`src/rtl/sd_spi_card_responder_if.sv`:
```
// SD SPI link bundle: card pins plus the sector-buffer/read-request handshake.
// The card end uses the slave modport; the host/buffer side uses master.
interface sd_spi_card_responder_if;
  logic        spi_sck;
  logic        spi_mosi;
  logic        spi_cs_n;
  logic        spi_miso;
  logic        rd_req;
  logic [31:0] rd_lba;
  logic        rd_ack;
  logic [8:0]  buf_addr;
  logic [7:0]  buf_data;

  modport slave (
    input  spi_sck, spi_mosi, spi_cs_n, rd_ack, buf_data,
    output spi_miso, rd_req, rd_lba, buf_addr
  );

  modport master (
    output spi_sck, spi_mosi, spi_cs_n, rd_ack, buf_data,
    input  spi_miso, rd_req, rd_lba, buf_addr
  );
endinterface

```
`src/rtl/sd_spi_card_responder.sv`:
```
// SPI-mode SD card target: oversamples the SPI pins in the clk8 domain, decodes
// command frames, answers R1/R3/R7 and streams one 512-byte sector for CMD17.
module sd_spi_card_responder #(
  parameter logic [31:0] OCR_VALUE   = 32'hC0FF8000,
  parameter int          NCR_BYTES   = 1,
  parameter int          ACMD41_BUSY = 1
) (
  input  logic                          clk8,
  input  logic                          reset,
  sd_spi_card_responder_if.slave        sd,
  output logic                          idle_o
);
  typedef enum logic [2:0] {
    ST_RX, ST_NCR, ST_RESP, ST_RDWAIT, ST_TOKEN, ST_DATA, ST_CRC
  } state_t;

  localparam logic [2:0] NCR_LAST     = 3'(NCR_BYTES - 1);
  localparam logic [7:0] ACMD41_LIMIT = 8'(ACMD41_BUSY);

  logic [2:0]  sck_q;
  logic [1:0]  mosi_q;
  logic [1:0]  cs_q;
  state_t      state_q;
  logic [2:0]  bit_cnt_q;
  logic [6:0]  rx_shift_q;
  logic [7:0]  tx_shift_q;
  logic [7:0]  tx_byte_q;
  logic        use_buf_q;
  logic [2:0]  frame_cnt_q;
  logic [5:0]  cmd_q;
  logic [31:0] arg_q;
  logic [7:0]  r1_q;
  logic [31:0] resp_q;
  logic [2:0]  resp_cnt_q;
  logic        read_q;
  logic [2:0]  ncr_cnt_q;
  logic        crc_cnt_q;
  logic        ack_seen_q;
  logic        idle_q;
  logic        app_cmd_q;
  logic [7:0]  acmd_cnt_q;
  logic        miso_q;
  logic        rd_req_q;
  logic [31:0] rd_lba_q;
  logic [8:0]  buf_addr_q;

  logic        sck_rise, sck_fall, cs_active;
  logic [7:0]  rx_byte_d;

  // sck_q[1] is the synchronised level, sck_q[2] its previous value.
  assign sck_rise  = sck_q[1] & ~sck_q[2];
  assign sck_fall  = ~sck_q[1] & sck_q[2];
  assign cs_active = ~cs_q[1];
  assign rx_byte_d = {rx_shift_q, mosi_q[1]};

  assign sd.spi_miso = miso_q;
  assign sd.rd_req   = rd_req_q;
  assign sd.rd_lba   = rd_lba_q;
  assign sd.buf_addr = buf_addr_q;
  assign idle_o      = idle_q;

  logic [7:0]  r1_d;
  logic [31:0] extra_d;
  logic        has_extra_d, read_d, idle_d, app_cmd_d;
  logic [7:0]  acmd_cnt_d;

  // Command decode, evaluated against the completed frame held in cmd_q/arg_q.
  always_comb begin
    r1_d        = {7'b0, idle_q};
    extra_d     = 32'hFFFF_FFFF;
    has_extra_d = 1'b0;
    read_d      = 1'b0;
    idle_d      = idle_q;
    app_cmd_d   = 1'b0;
    acmd_cnt_d  = acmd_cnt_q;
    case (cmd_q)
      6'd0: begin
        idle_d     = 1'b1;
        acmd_cnt_d = 8'd0;
        r1_d       = 8'h01;
      end
      6'd8: begin
        has_extra_d = 1'b1;
        extra_d     = {16'h0000, 4'h0, arg_q[11:8], arg_q[7:0]};
      end
      6'd16: r1_d = {7'b0, idle_q};
      6'd55: app_cmd_d = 1'b1;
      6'd41: begin
        if (!app_cmd_q) begin
          r1_d = {7'b0, idle_q} | 8'h04;
        end else if (acmd_cnt_q < ACMD41_LIMIT) begin
          r1_d       = 8'h01;
          acmd_cnt_d = acmd_cnt_q + 8'd1;
        end else begin
          idle_d = 1'b0;
          r1_d   = 8'h00;
        end
      end
      6'd58: begin
        has_extra_d = 1'b1;
        extra_d     = OCR_VALUE;
      end
      6'd17: begin
        if (idle_q) begin
          r1_d = 8'h05;
        end else begin
          r1_d   = 8'h00;
          read_d = 1'b1;
        end
      end
      default: r1_d = {7'b0, idle_q} | 8'h04;
    endcase
  end

  always_ff @(posedge clk8) begin
    if (reset) begin
      sck_q       <= 3'b000;
      mosi_q      <= 2'b11;
      cs_q        <= 2'b11;
      state_q     <= ST_RX;
      bit_cnt_q   <= 3'd0;
      rx_shift_q  <= 7'h7F;
      tx_shift_q  <= 8'hFF;
      tx_byte_q   <= 8'hFF;
      use_buf_q   <= 1'b0;
      frame_cnt_q <= 3'd0;
      cmd_q       <= 6'd0;
      arg_q       <= 32'd0;
      r1_q        <= 8'hFF;
      resp_q      <= 32'hFFFF_FFFF;
      resp_cnt_q  <= 3'd0;
      read_q      <= 1'b0;
      ncr_cnt_q   <= 3'd0;
      crc_cnt_q   <= 1'b0;
      ack_seen_q  <= 1'b0;
      idle_q      <= 1'b1;
      app_cmd_q   <= 1'b0;
      acmd_cnt_q  <= 8'd0;
      miso_q      <= 1'b1;
      rd_req_q    <= 1'b0;
      rd_lba_q    <= 32'd0;
      buf_addr_q  <= 9'd0;
    end else begin
      sck_q    <= {sck_q[1:0], sd.spi_sck};
      mosi_q   <= {mosi_q[0], sd.spi_mosi};
      cs_q     <= {cs_q[0], sd.spi_cs_n};
      rd_req_q <= 1'b0;
      if (state_q == ST_RDWAIT && sd.rd_ack) ack_seen_q <= 1'b1;

      if (!cs_active) begin
        bit_cnt_q   <= 3'd0;
        miso_q      <= 1'b1;
        state_q     <= ST_RX;
        frame_cnt_q <= 3'd0;
        tx_shift_q  <= 8'hFF;
        tx_byte_q   <= 8'hFF;
        use_buf_q   <= 1'b0;
        ack_seen_q  <= 1'b0;
      end else begin
        if (sck_rise) begin
          rx_shift_q <= rx_byte_d[6:0];
          bit_cnt_q  <= bit_cnt_q + 3'd1;
          if (bit_cnt_q == 3'd7) begin
            // Byte boundary: choose what the next byte on MISO will be.
            tx_byte_q <= 8'hFF;
            use_buf_q <= 1'b0;
            case (state_q)
              ST_RX: begin
                if (frame_cnt_q == 3'd0) begin
                  if (rx_byte_d[7:6] == 2'b01) begin
                    cmd_q       <= rx_byte_d[5:0];
                    frame_cnt_q <= 3'd1;
                  end
                end else if (frame_cnt_q == 3'd5) begin
                  frame_cnt_q <= 3'd0;
                  state_q     <= ST_NCR;
                  ncr_cnt_q   <= 3'd0;
                  r1_q        <= r1_d;
                  resp_q      <= extra_d;
                  resp_cnt_q  <= has_extra_d ? 3'd4 : 3'd0;
                  read_q      <= read_d;
                  idle_q      <= idle_d;
                  app_cmd_q   <= app_cmd_d;
                  acmd_cnt_q  <= acmd_cnt_d;
                end else begin
                  arg_q       <= {arg_q[23:0], rx_byte_d};
                  frame_cnt_q <= frame_cnt_q + 3'd1;
                end
              end
              ST_NCR: begin
                if (ncr_cnt_q == NCR_LAST) begin
                  state_q   <= ST_RESP;
                  tx_byte_q <= r1_q;
                end else begin
                  ncr_cnt_q <= ncr_cnt_q + 3'd1;
                end
              end
              ST_RESP: begin
                if (resp_cnt_q != 3'd0) begin
                  tx_byte_q  <= resp_q[31:24];
                  resp_q     <= {resp_q[23:0], 8'hFF};
                  resp_cnt_q <= resp_cnt_q - 3'd1;
                end else if (read_q) begin
                  state_q    <= ST_RDWAIT;
                  rd_req_q   <= 1'b1;
                  rd_lba_q   <= arg_q;
                  ack_seen_q <= 1'b0;
                end else begin
                  state_q <= ST_RX;
                end
              end
              ST_RDWAIT: begin
                if (ack_seen_q || sd.rd_ack) begin
                  state_q    <= ST_TOKEN;
                  tx_byte_q  <= 8'hFE;
                  ack_seen_q <= 1'b0;
                end
              end
              ST_TOKEN: begin
                // Address is presented a full half-SCK before the falling edge reads buf_data.
                state_q    <= ST_DATA;
                buf_addr_q <= 9'd0;
                use_buf_q  <= 1'b1;
              end
              ST_DATA: begin
                if (buf_addr_q == 9'd511) begin
                  state_q   <= ST_CRC;
                  crc_cnt_q <= 1'b0;
                end else begin
                  buf_addr_q <= buf_addr_q + 9'd1;
                  use_buf_q  <= 1'b1;
                end
              end
              ST_CRC: begin
                if (crc_cnt_q) state_q <= ST_RX;
                else           crc_cnt_q <= 1'b1;
              end
              default: state_q <= ST_RX;
            endcase
          end
        end

        if (sck_fall) begin
          if (bit_cnt_q == 3'd0) begin
            if (use_buf_q) begin
              miso_q     <= sd.buf_data[7];
              tx_shift_q <= {sd.buf_data[6:0], 1'b1};
            end else begin
              miso_q     <= tx_byte_q[7];
              tx_shift_q <= {tx_byte_q[6:0], 1'b1};
            end
          end else begin
            miso_q     <= tx_shift_q[7];
            tx_shift_q <= {tx_shift_q[6:0], 1'b1};
          end
        end
      end
    end
  end
endmodule

```
`src/flat_wrapper.sv`:
```
// flat-port wrapper written by rule: the top's interface ports become plain ports
module sd_spi_card_responder_flat 
#(
  parameter logic [31:0] OCR_VALUE   = 32'hC0FF8000,
  parameter int          NCR_BYTES   = 1,
  parameter int          ACMD41_BUSY = 1
)
  (clk8, reset, idle_o, sd_spi_sck, sd_spi_mosi, sd_spi_cs_n, sd_rd_ack, sd_buf_data, sd_spi_miso, sd_rd_req, sd_rd_lba, sd_buf_addr);
  sd_spi_card_responder_if sd_i ();
  input  logic clk8;
  input  logic reset;
  output logic idle_o;
  input wire logic [$bits(sd_i.spi_sck)-1:0] sd_spi_sck;
  input wire logic [$bits(sd_i.spi_mosi)-1:0] sd_spi_mosi;
  input wire logic [$bits(sd_i.spi_cs_n)-1:0] sd_spi_cs_n;
  input wire logic [$bits(sd_i.rd_ack)-1:0] sd_rd_ack;
  input wire logic [$bits(sd_i.buf_data)-1:0] sd_buf_data;
  output wire logic [$bits(sd_i.spi_miso)-1:0] sd_spi_miso;
  output wire logic [$bits(sd_i.rd_req)-1:0] sd_rd_req;
  output wire logic [$bits(sd_i.rd_lba)-1:0] sd_rd_lba;
  output wire logic [$bits(sd_i.buf_addr)-1:0] sd_buf_addr;
  assign sd_i.spi_sck = sd_spi_sck;
  assign sd_i.spi_mosi = sd_spi_mosi;
  assign sd_i.spi_cs_n = sd_spi_cs_n;
  assign sd_i.rd_ack = sd_rd_ack;
  assign sd_i.buf_data = sd_buf_data;
  assign sd_spi_miso = sd_i.spi_miso;
  assign sd_rd_req = sd_i.rd_req;
  assign sd_rd_lba = sd_i.rd_lba;
  assign sd_buf_addr = sd_i.buf_addr;
  sd_spi_card_responder #(.OCR_VALUE(OCR_VALUE), .NCR_BYTES(NCR_BYTES), .ACMD41_BUSY(ACMD41_BUSY)) u_core (.clk8(clk8), .reset(reset), .sd(sd_i), .idle_o(idle_o));
endmodule
```
`config.mk`:
```
export PLATFORM = sky130hd
export DESIGN_NAME = sd_spi_card_responder_flat
export DESIGN_NICKNAME = d
export VERILOG_FILES = /design/src/rtl/sd_spi_card_responder_if.sv /design/src/rtl/sd_spi_card_responder.sv /design/src/flat_wrapper.sv
export SDC_FILE = /design/constraint.sdc
export NUM_CORES = 1
export LEC_CHECK = 0
export CAP_MARGIN = 10
export CORE_MARGIN = 2
export CORE_UTILIZATION = 55
export CTS_BUF_LIST = sky130_fd_sc_hd__clkbuf_16
export DETAILED_ROUTE_END_ITERATION = 8
export GPL_TIMING_DRIVEN = 0
export PLACE_DENSITY = 0.76
export SYNTH_ARGS = -nofsm -noshare
export SYNTH_HDL_FRONTEND = slang
export SYNTH_SLANG_ARGS = --single-unit
```
`constraint.sdc`:
```
create_clock -name clk8 -period 2.8 [get_ports clk8]
set_clock_uncertainty 0.2 [all_clocks]
set_input_delay 0.56 -clock clk8 [delete_from_list [all_inputs] [get_ports clk8]]
set_output_delay 0.56 -clock clk8 [all_outputs]
set_load 0.02 [all_outputs]
```
==> qor.yml, run 1 <==
layout:
  area_growth_pct: 19.1
  antenna_cells: 0
  fill_cells: 1173
  drive_gt1_share_pct: 6.95
  nNetsFinal: 976
floorplan:
  die_width_um: 119
  ios: 58
  coreArea_mm2: 0.0131
  rows: 42
  start_util_pct: 55.8
  die-area_mm2: 0.0142
  fp.dieH_um: 119
min_path:
  hold_class: "flop to flop"
  hp-start: "u_core.mosi_q[0]"
  holdPathStages: 1
logic_synthesis:
  syn-cell-area_mm2: 0.00731
  synthFlopType: "dfxtp_1"
  syn_area_per_cell_um2: 8.35
  ys_ff_latch: 174
  synth_edf_count: 0
  ys_seq_area_share_pct: 47.7
  yosysWarnings: 0
  ys_types: 58
  netlist_instances: 875
  async_flop_share_pct: 0
  synth_fp_nets: 900
worst_setup_path:
  rr_startpoint: "u_core.bit_cnt_q[0]"
  cp_max_fo: 10
  worst-setup-path-type: "flop to flop"
  cpMaxStageDelayCell: "dfxtp_1"
  crit_path_start: "u_core.bit_cnt_q[0]"
  timing.critical_path.to_type: "flop"
  cp_slowest_stage_delay_ps: 390
  cpMostUsedCell: "ha_1"
  ff2ff_setup_slack_ps: 210
  path_cells: "ha_1 > ha_1 > and4bb_2 > buf_2 > nand3_1 > clkbuf_1 > nand2_1 > a21oi_1"
  crit_path_start_kind: "flop"
  worst_ep_required_time_ps: 2900
  worst-endpoint-arrival_ps: 2690
  r2r_cells: 8
global_routing:
  grt_pass1_wl_um: 29300
  gr-total-overflow: 0
  antenna_found_initial: 0
  grt_usage_pct: 25.5
  grt_max_degree: 17
  grt_pass1_vias: 5960
sta:
  drv_slew: 0
  timing.final.crit_share_pct: 92.5
  fmax_mhz: 386
  min_period_ps: 2590
  finalSetupViolCount: 0
  hold_viol: 0
  slew_headroom_pct: 48.7
  worstMarginPinSlew_ps: 761
  worst_hold_slack_ps: 212
  rsz0062_at_grt: "false"
clocking:
  root_buffer: "clkbuf_16"
  cts_tree: "built"
  cts_buffers: 17
  clk_pin_slew_ps: 60
  htreeDepth: 4
  cts.path.max_buffers: 2
  cts_sinks: 174
  clk_latency_ps: 440
pwr:
  ir_drop_v: 0.000505
  power_uw: 4920
  power_leakage_uw: 0.00302
  powerDensity_mw_per_mm2: 565
routing:
  drc_errors: 0
  drt_iter0_drc: 430
  wl_per_cell_um: 15.4
  drtAntennaViolNets: 0
  routed-via-count: 6476
  routed_wirelength_um: 17600
  via_per_inst: 5.68
  first_pass_iters: 5
status:
  status: "finished clean"
placed_design:
  place_hpwl_um: 12200
  port-buffer-count: 56
  routabilityCongestion: 0.898
flow_run:
  maxCapViolations: 0
-- cell usage after synthesis (2+ instances only) --
| cell type | n | share of area, % |
|---|---|---|
| nand2_1 | 166 | 8.5 |
| mux2i_1 | 26 | 3.6 |
| or2_2 | 6 | 0.51 |
| and3b_1 | 4 | 0.48 |
| xnor2_1 | 4 | 0.48 |
| or4b_2 | 2 | 0.27 |
| or4_1 | 4 | 0.41 |
| nand4_1 | 9 | 0.77 |
| buf_1 | 2 | 0.10 |
| o2111a_1 | 2 | 0.31 |
| a2bb2oi_1 | 2 | 0.24 |
| and2_1 | 6 | 0.51 |
| a211oi_1 | 3 | 0.31 |
| nand2b_1 | 5 | 0.43 |
| o211a_1 | 2 | 0.27 |
| o311ai_0 | 7 | 0.84 |
| clkbuf_1 | 49 | 2.5 |
| or3_1 | 10 | 0.86 |
| nor3b_1 | 4 | 0.41 |
| o21ai_0 | 69 | 4.7 |
| o31ai_1 | 3 | 0.31 |
| ha_1 | 11 | 1.9 |
| nand3b_1 | 3 | 0.31 |
| a41oi_1 | 6 | 0.72 |
| nor2_1 | 50 | 2.6 |
| nand3_1 | 7 | 0.48 |
| dfxtp_1 | 174 | 48 |
| nor2b_1 | 11 | 0.94 |
| nand4bb_1 | 2 | 0.31 |
| o211ai_1 | 28 | 2.9 |
| nor3_1 | 17 | 1.2 |
| buf_2 | 18 | 1.2 |
| o311ai_1 | 9 | 1.1 |
| o32ai_1 | 2 | 0.24 |
| o2111ai_1 | 2 | 0.24 |
| nor4_1 | 2 | 0.17 |
| a21oi_1 | 103 | 7.1 |
| and3_1 | 10 | 0.86 |
| inv_1 | 16 | 0.82 |
-- per-layer routing --
layer  part of all wire, %  global-route usage [%]
met4                   2.4                    9.97
met3                   5.4                    5.56
met5                     0                       0
met1                    48                    35.6
met2                    45                    38.6
-- worst max-delay path, delay by kind of cell (launching register included) --
kind / cells / cell delay, ps
AND/OR/NAND/NOR: 3 / 810
AO/OA/AOI/OAI: 1 / 70
flip-flops: 1 / 390
adder cells (fa/ha/maj): 2 / 390
buffers and inverters: 2 / 600
-- cell families after synthesis --
| kind of cell | synth area share (%) |
|---|---|
| AND/OR/NAND/NOR | 21.6 |
| AO/OA/AOI/OAI | 20.0 |
| flip-flops | 47.7 |
| buffers and inverters | 4.73 |
| multiplexers | 3.56 |
| adder cells (fa/ha/maj) | 1.88 |
| XOR/XNOR | 0.479 |
-- final cells by class --
type	count	area, um^2	area share, %
plain buffers	69	283	3.25
repair buffers	57	568	6.53
clock inverters	15	159	1.83
well taps	176	220	2.53
inverters	17	63.8	0.734
multi-input cells	615	3500	40.2
clock buffers	17	425	4.89
flip-flops and latches	174	3480	40.0
-- worst paths after layout --
kind,end
setup reg to reg,u_core.sd.rd_lba[29]
hold reg to reg,u_core.mosi_q[1]
setup / recovery,u_core.sd.rd_lba[29]
hold / removal,u_core.mosi_q[1]
-- placed cells by master (no fill, tap or decap), types with 11 or more instances in the layout --
master           count
clkbuf_1            48
nor2_1              50
a21oi_1            103
nor3_1              16
o21ai_0             69
clkdlybuf4s50_1     56
o211ai_1            28
mux2i_1             26
ha_1                11
clkbuf_16           17
inv_1               16
dfxtp_1            174
buf_2               18
nand2_1            166
nor2b_1             11
-- flip-flops by register name (all words and copies together) (netlist names), 6 cells and up --
name / cells
u_core.tx_shift_q: 7
u_core.sd.rd_lba: 32
u_core.cmd_q: 6
u_core.sd.buf_addr: 9
u_core.resp_q: 32
u_core.tx_byte_q: 8
u_core.arg_q: 32
u_core.acmd_cnt_q: 8
u_core.rx_shift_q: 7
-- what timing repair did --
action                                  in CTS  in global routing
pin swaps                                    0                  1
resized for setup                            1                  4
buffers inserted                             0                  1
endpoints found under the setup margin      30                 41
hold buffers                                 0                  0
-- per-stage QoR --
stage	cells	instance area (um^2)	setup WS (ps)	setup TNS, ps	utilization (%)
global route	1140	8700	59.8	0	66.5
floorplan	875	7310	657	0	-
global placement	1107	8090	27.0	0	61.8
detailed placement	1107	8090	-20.7	-137	61.8
finish	1140	8700	209	0	66.5
CTS	1139	8680	7.77	0	66.3
-- where the power goes --
group | switching, uW | total (uW) | internal, uW
clock | 1030 | 2350 | 1330
combinational | 54.0 | 82.3 | 28.2
sequential | 3.19 | 2480 | 2480
total | 1080 | 4920 | 3830
Note: power is estimated with default switching activity, not from simulation.
==> run 2, diff against run 1 <==
--- a/config.mk
+++ b/config.mk
@@ -5,13 +5,16 @@
 export SDC_FILE = /design/constraint.sdc
 export NUM_CORES = 1
 export LEC_CHECK = 0
+export ABC_AREA = 1
 export CAP_MARGIN = 10
 export CORE_MARGIN = 2
 export CORE_UTILIZATION = 55
 export CTS_BUF_LIST = sky130_fd_sc_hd__clkbuf_16
+export CTS_CLUSTER_DIAMETER = 120
 export DETAILED_ROUTE_END_ITERATION = 8
 export GPL_TIMING_DRIVEN = 0
 export PLACE_DENSITY = 0.76
+export RECOVER_POWER = 25
 export SYNTH_ARGS = -nofsm -noshare
 export SYNTH_HDL_FRONTEND = slang
 export SYNTH_SLANG_ARGS = --single-unit
==> run 2 against run 1 <==
  * Cell area shrank 2.1%
  * Cell count grew 8.7%
  * Total power shrank 3.3%
  * Fmax grew 0.95%
  * Global-route usage is essentially flat
  * Die area shrank 1.2%
  * Hold slack lost 8.2 ps
  * Combinational power grew 23%
  * Via count grew 0.73%
  * Critical path type unchanged
==> qor.yml, run 2 <==
status:
  status: "finished clean"  # unchanged
placed_design:
  routabilityCongestion: 0.899  # was 0.898
  port-buffer-count: 56  # unchanged
  place_hpwl_um: 12300  # was 12200 um
sta:
  worstMarginPinSlew_ps: 654  # was 761 ps
  min_period_ps: 2570  # was 2590 ps
  setup-tns-final_ps: 0  # unchanged
  worst_hold_slack_ps: 204  # was 212 ps
  fmax_mhz: 390  # was 386 MHz
  rsz0062_at_grt: "false"  # unchanged
  slew_headroom_pct: 56.0  # was 48.7%
  drv_slew: 0  # unchanged
  hold_viol: 0  # unchanged
  finalSetupViolCount: 0  # unchanged
  timing.final.crit_share_pct: 91.7  # was 92.5%
routing:
  routed_wirelength_um: 17200  # was 17600 um
  routed-via-count: 6523  # was 6476
  first_pass_iters: 5  # unchanged
  wl_per_cell_um: 13.9  # was 15.4 um
  drtAntennaViolNets: 0  # unchanged
  drt_iter0_drc: 449  # was 430
  via_per_inst: 5.26  # was 5.68
  drc_errors: 0  # unchanged
clocking:
  cts_buffers: 17  # unchanged
  cts.path.max_buffers: 2  # unchanged
  cts_sinks: 174  # unchanged
  hold_buffers: 0  # unchanged
  htreeDepth: 4  # unchanged
  cts_tree: "built"  # unchanged
  post-cts-setup-buffers: 0  # unchanged
  clk_latency_ps: 430  # was 440 ps
  clk_pin_slew_ps: 60  # about the same
  cts.repair.resized: 0  # was 1
  root_buffer: "clkbuf_16"  # unchanged
logic_synthesis:
  syn_area_per_cell_um2: 7.37  # was 8.35 um^2
  synth.most_common_cell: "nand2_1"  # was dfxtp_1
  async_flop_share_pct: 0  # unchanged
  synthFlopType: "dfxtp_1"  # unchanged
  yosysWarnings: 0  # unchanged
  yosys-top-cells-area: "dfxtp_1 48%, nand2_1 9.4%, o21ai_0 8.9%"  # was dfxtp_1 48%, nand2_1 8.5%, a21oi_1 7.1%
  yosysTopAreaCell: "dfxtp_1"  # unchanged
  synth_fp_nets: 1004  # was 900
  synth_edf_count: 0  # unchanged
  syn-cell-area_mm2: 0.00721  # was 0.00731 mm^2
  synth_top_area_share_pct: 48.3  # was 47.7%
  ys_ff_latch: 174  # unchanged
  ys_types: 34  # was 58
  ys_seq_area_share_pct: 48.3  # was 47.7%
  synthTopCellsByCount: "180 x nand2_1, 174 x dfxtp_1, 128 x o21ai_0"  # was 174 x dfxtp_1, 166 x nand2_1, 103 x a21oi_1
  netlist_instances: 979  # was 875
floorplan:
  die_width_um: 119  # about the same
  coreArea_mm2: 0.0127  # was 0.0131 mm^2
  start_util_pct: 56.7  # was 55.8%
  fp.dieH_um: 119  # about the same
  rows: 41  # was 42
  ios: 58  # unchanged
  die-area_mm2: 0.0140  # was 0.0142 mm^2
layout:
  antenna_cells: 0  # unchanged
  area_growth_pct: 18.1  # was 19.1%
  multi_input_area_mm2: 0.00312  # was 0.00350 mm^2
  seq_area_mm2: 0.00348  # unchanged
  final_common_cell: "nand2_1"  # was dfxtp_1
  drive_gt1_share_pct: 6.00  # was 6.95%
  nNetsFinal: 1079  # was 976
  most-common-layout-cells: "182 x nand2_1, 174 x dfxtp_1, 128 x o21ai_0"  # was 174 x dfxtp_1, 166 x nand2_1, 103 x a21oi_1
  fill_cells: 1160  # was 1173
min_path:
  hold_class: "flop to flop"  # unchanged
worst_setup_path:
  worst-setup-path-type: "flop to flop"  # unchanged
  worst-endpoint-arrival_ps: 2730  # was 2690 ps
  timing.critical_path.to_type: "flop"  # unchanged
  worst_ep_required_time_ps: 2960  # was 2900 ps
  cp_max_fo: 10  # unchanged
  path_cells: "inv_2 > nand2_1 > nor2_1 > inv_2 > nor3_4 > buf_2 > o21ai_0 > a21oi_1"  # was ha_1 > ha_1 > and4bb_2 > buf_2 > nand3_1 > clkbuf_1 > nand2_1 > a21oi_1
  cp_slowest_stage_delay_ps: 490  # was 390 ps
  crit_path_start_kind: "flop"  # unchanged
  cpMostUsedCell: "inv_2"  # was ha_1
  cpMaxStageDelayCell: "nor3_4"  # was dfxtp_1
pwr:
  power_leakage_uw: 0.00347  # was 0.00302 uW
  power_frac_clock_pct: 45.6  # was 47.8%
  p_comb_share_pct: 2.1  # was 1.7%
  internal_power_uw: 3660  # was 3830 uW
  p_sw_uw: 1090  # was 1080 uW
  switching_share_pct: 22.9  # was 22.0%
  seq_power_share_pct: 52.3  # was 50.5%
  powerDensity_mw_per_mm2: 558  # was 565 mW/mm^2
  ir_drop_v: 0.000589  # was 0.000505 V
global_routing:
  antenna_found_initial: 0  # unchanged
  grt_max_degree: 17  # unchanged
  grt_usage_pct: 25.5  # about the same
  grt_pass1_wl_um: 29400  # was 29300 um
  grt_pass1_vias: 6252  # was 5960
  gr-total-overflow: 0  # unchanged
flow_run:
  maxCapViolations: 0  # unchanged
[run 2: cell count changes in the layout (fill, tap and decap cells not counted), moves of 11 or more]
cell,previous run,this run
nor2b_1,11,0
o21ai_0,69,128
a21oi_1,103,125
clkbuf_1,48,27
nand3_1,7,43
nor2_1,50,105
dlygate4sd3_1,0,17
nor3_1,16,5
mux2i_1,26,0
nand2_1,166,182
inv_1,16,101
o211ai_1,28,11
clkdlybuf4s50_1,56,39
[run 2: power by group through the flow]
stage	sequential, uW	clock (uW)	combinational, uW
6_report	2480	2170	101
5_1_grt	2480	2300	113
4_1_cts	2480	2190	101
3_5_place_dp	2540	0	100
3_3_place_gp	2540	0	98.9
2_1_floorplan	2540	0	57.6
[run 2: critical path: cells and delay by family (launching register included)]
kind            cells  cell delay, ps
simple gates        3            1070
buf+inv             3             620
flops               1             370
compound gates      2             250
[run 2: path summary, 6_finish.rpt]
| kind | start | endpoint | slack (ps) | cells after the start |
|---|---|---|---|---|
| worst max-delay path | u_core.state_q[2] | u_core.sd.rd_lba[25] | 230 | 8 |
| worst min-delay path | u_core.sck_q[0] | u_core.sck_q[1] | 200 | 2 |
| worst max register to register | u_core.state_q[2] | u_core.sd.rd_lba[25] | 230 | 8 |
| worst min register to register | u_core.sck_q[0] | u_core.sck_q[1] | 200 | 2 |
[run 2: routing by layer]
metal | GRT usage (%) | routed length [um] | vias to the layer above
li1 | - | - | 3377
met1 | 33.2 | 8070 | 2981
met2 | 42.3 | 8100 | 143
met3 | 5.45 | 788 | 22
met4 | 8.18 | 286 | 0
met5 | 0 | 0 | -
[run 2: cells by family (layout without fill, tap and decap cells)]
family / Yosys count / after routing / synth area share [%]
buf+inv: 153 / 241 / 8.34
fa+ha+maj: 11 / 11 / 1.91
flops: 174 / 174 / 48.3
compound gates: 282 / 282 / 20.5
xor+xnor: 3 / 3 / 0.364
simple gates: 356 / 356 / 20.6
[run 2: stage by stage]
stage	instances	power (uW)	instance area [um^2]	utilization (%)	setup slack, ps
global placement	1207	2640	7990	62.8	373
CTS	1239	4770	8530	67.0	385
detailed placement	1207	2640	7990	62.8	337
global route	1239	4900	8520	66.9	56.9
finish	1239	4750	8520	66.9	233
floorplan	979	2600	7210	-	543
[run 2: area by class of cell]
cell class | count | area share [%]
timing repair buffer | 56 | 6.58
clock inverter | 15 | 1.34
clock buffer | 17 | 4.99
sequential | 174 | 40.9
inverter | 106 | 4.67
multi-input combinational | 652 | 36.6
buffer | 47 | 2.39
tap | 172 | 2.53
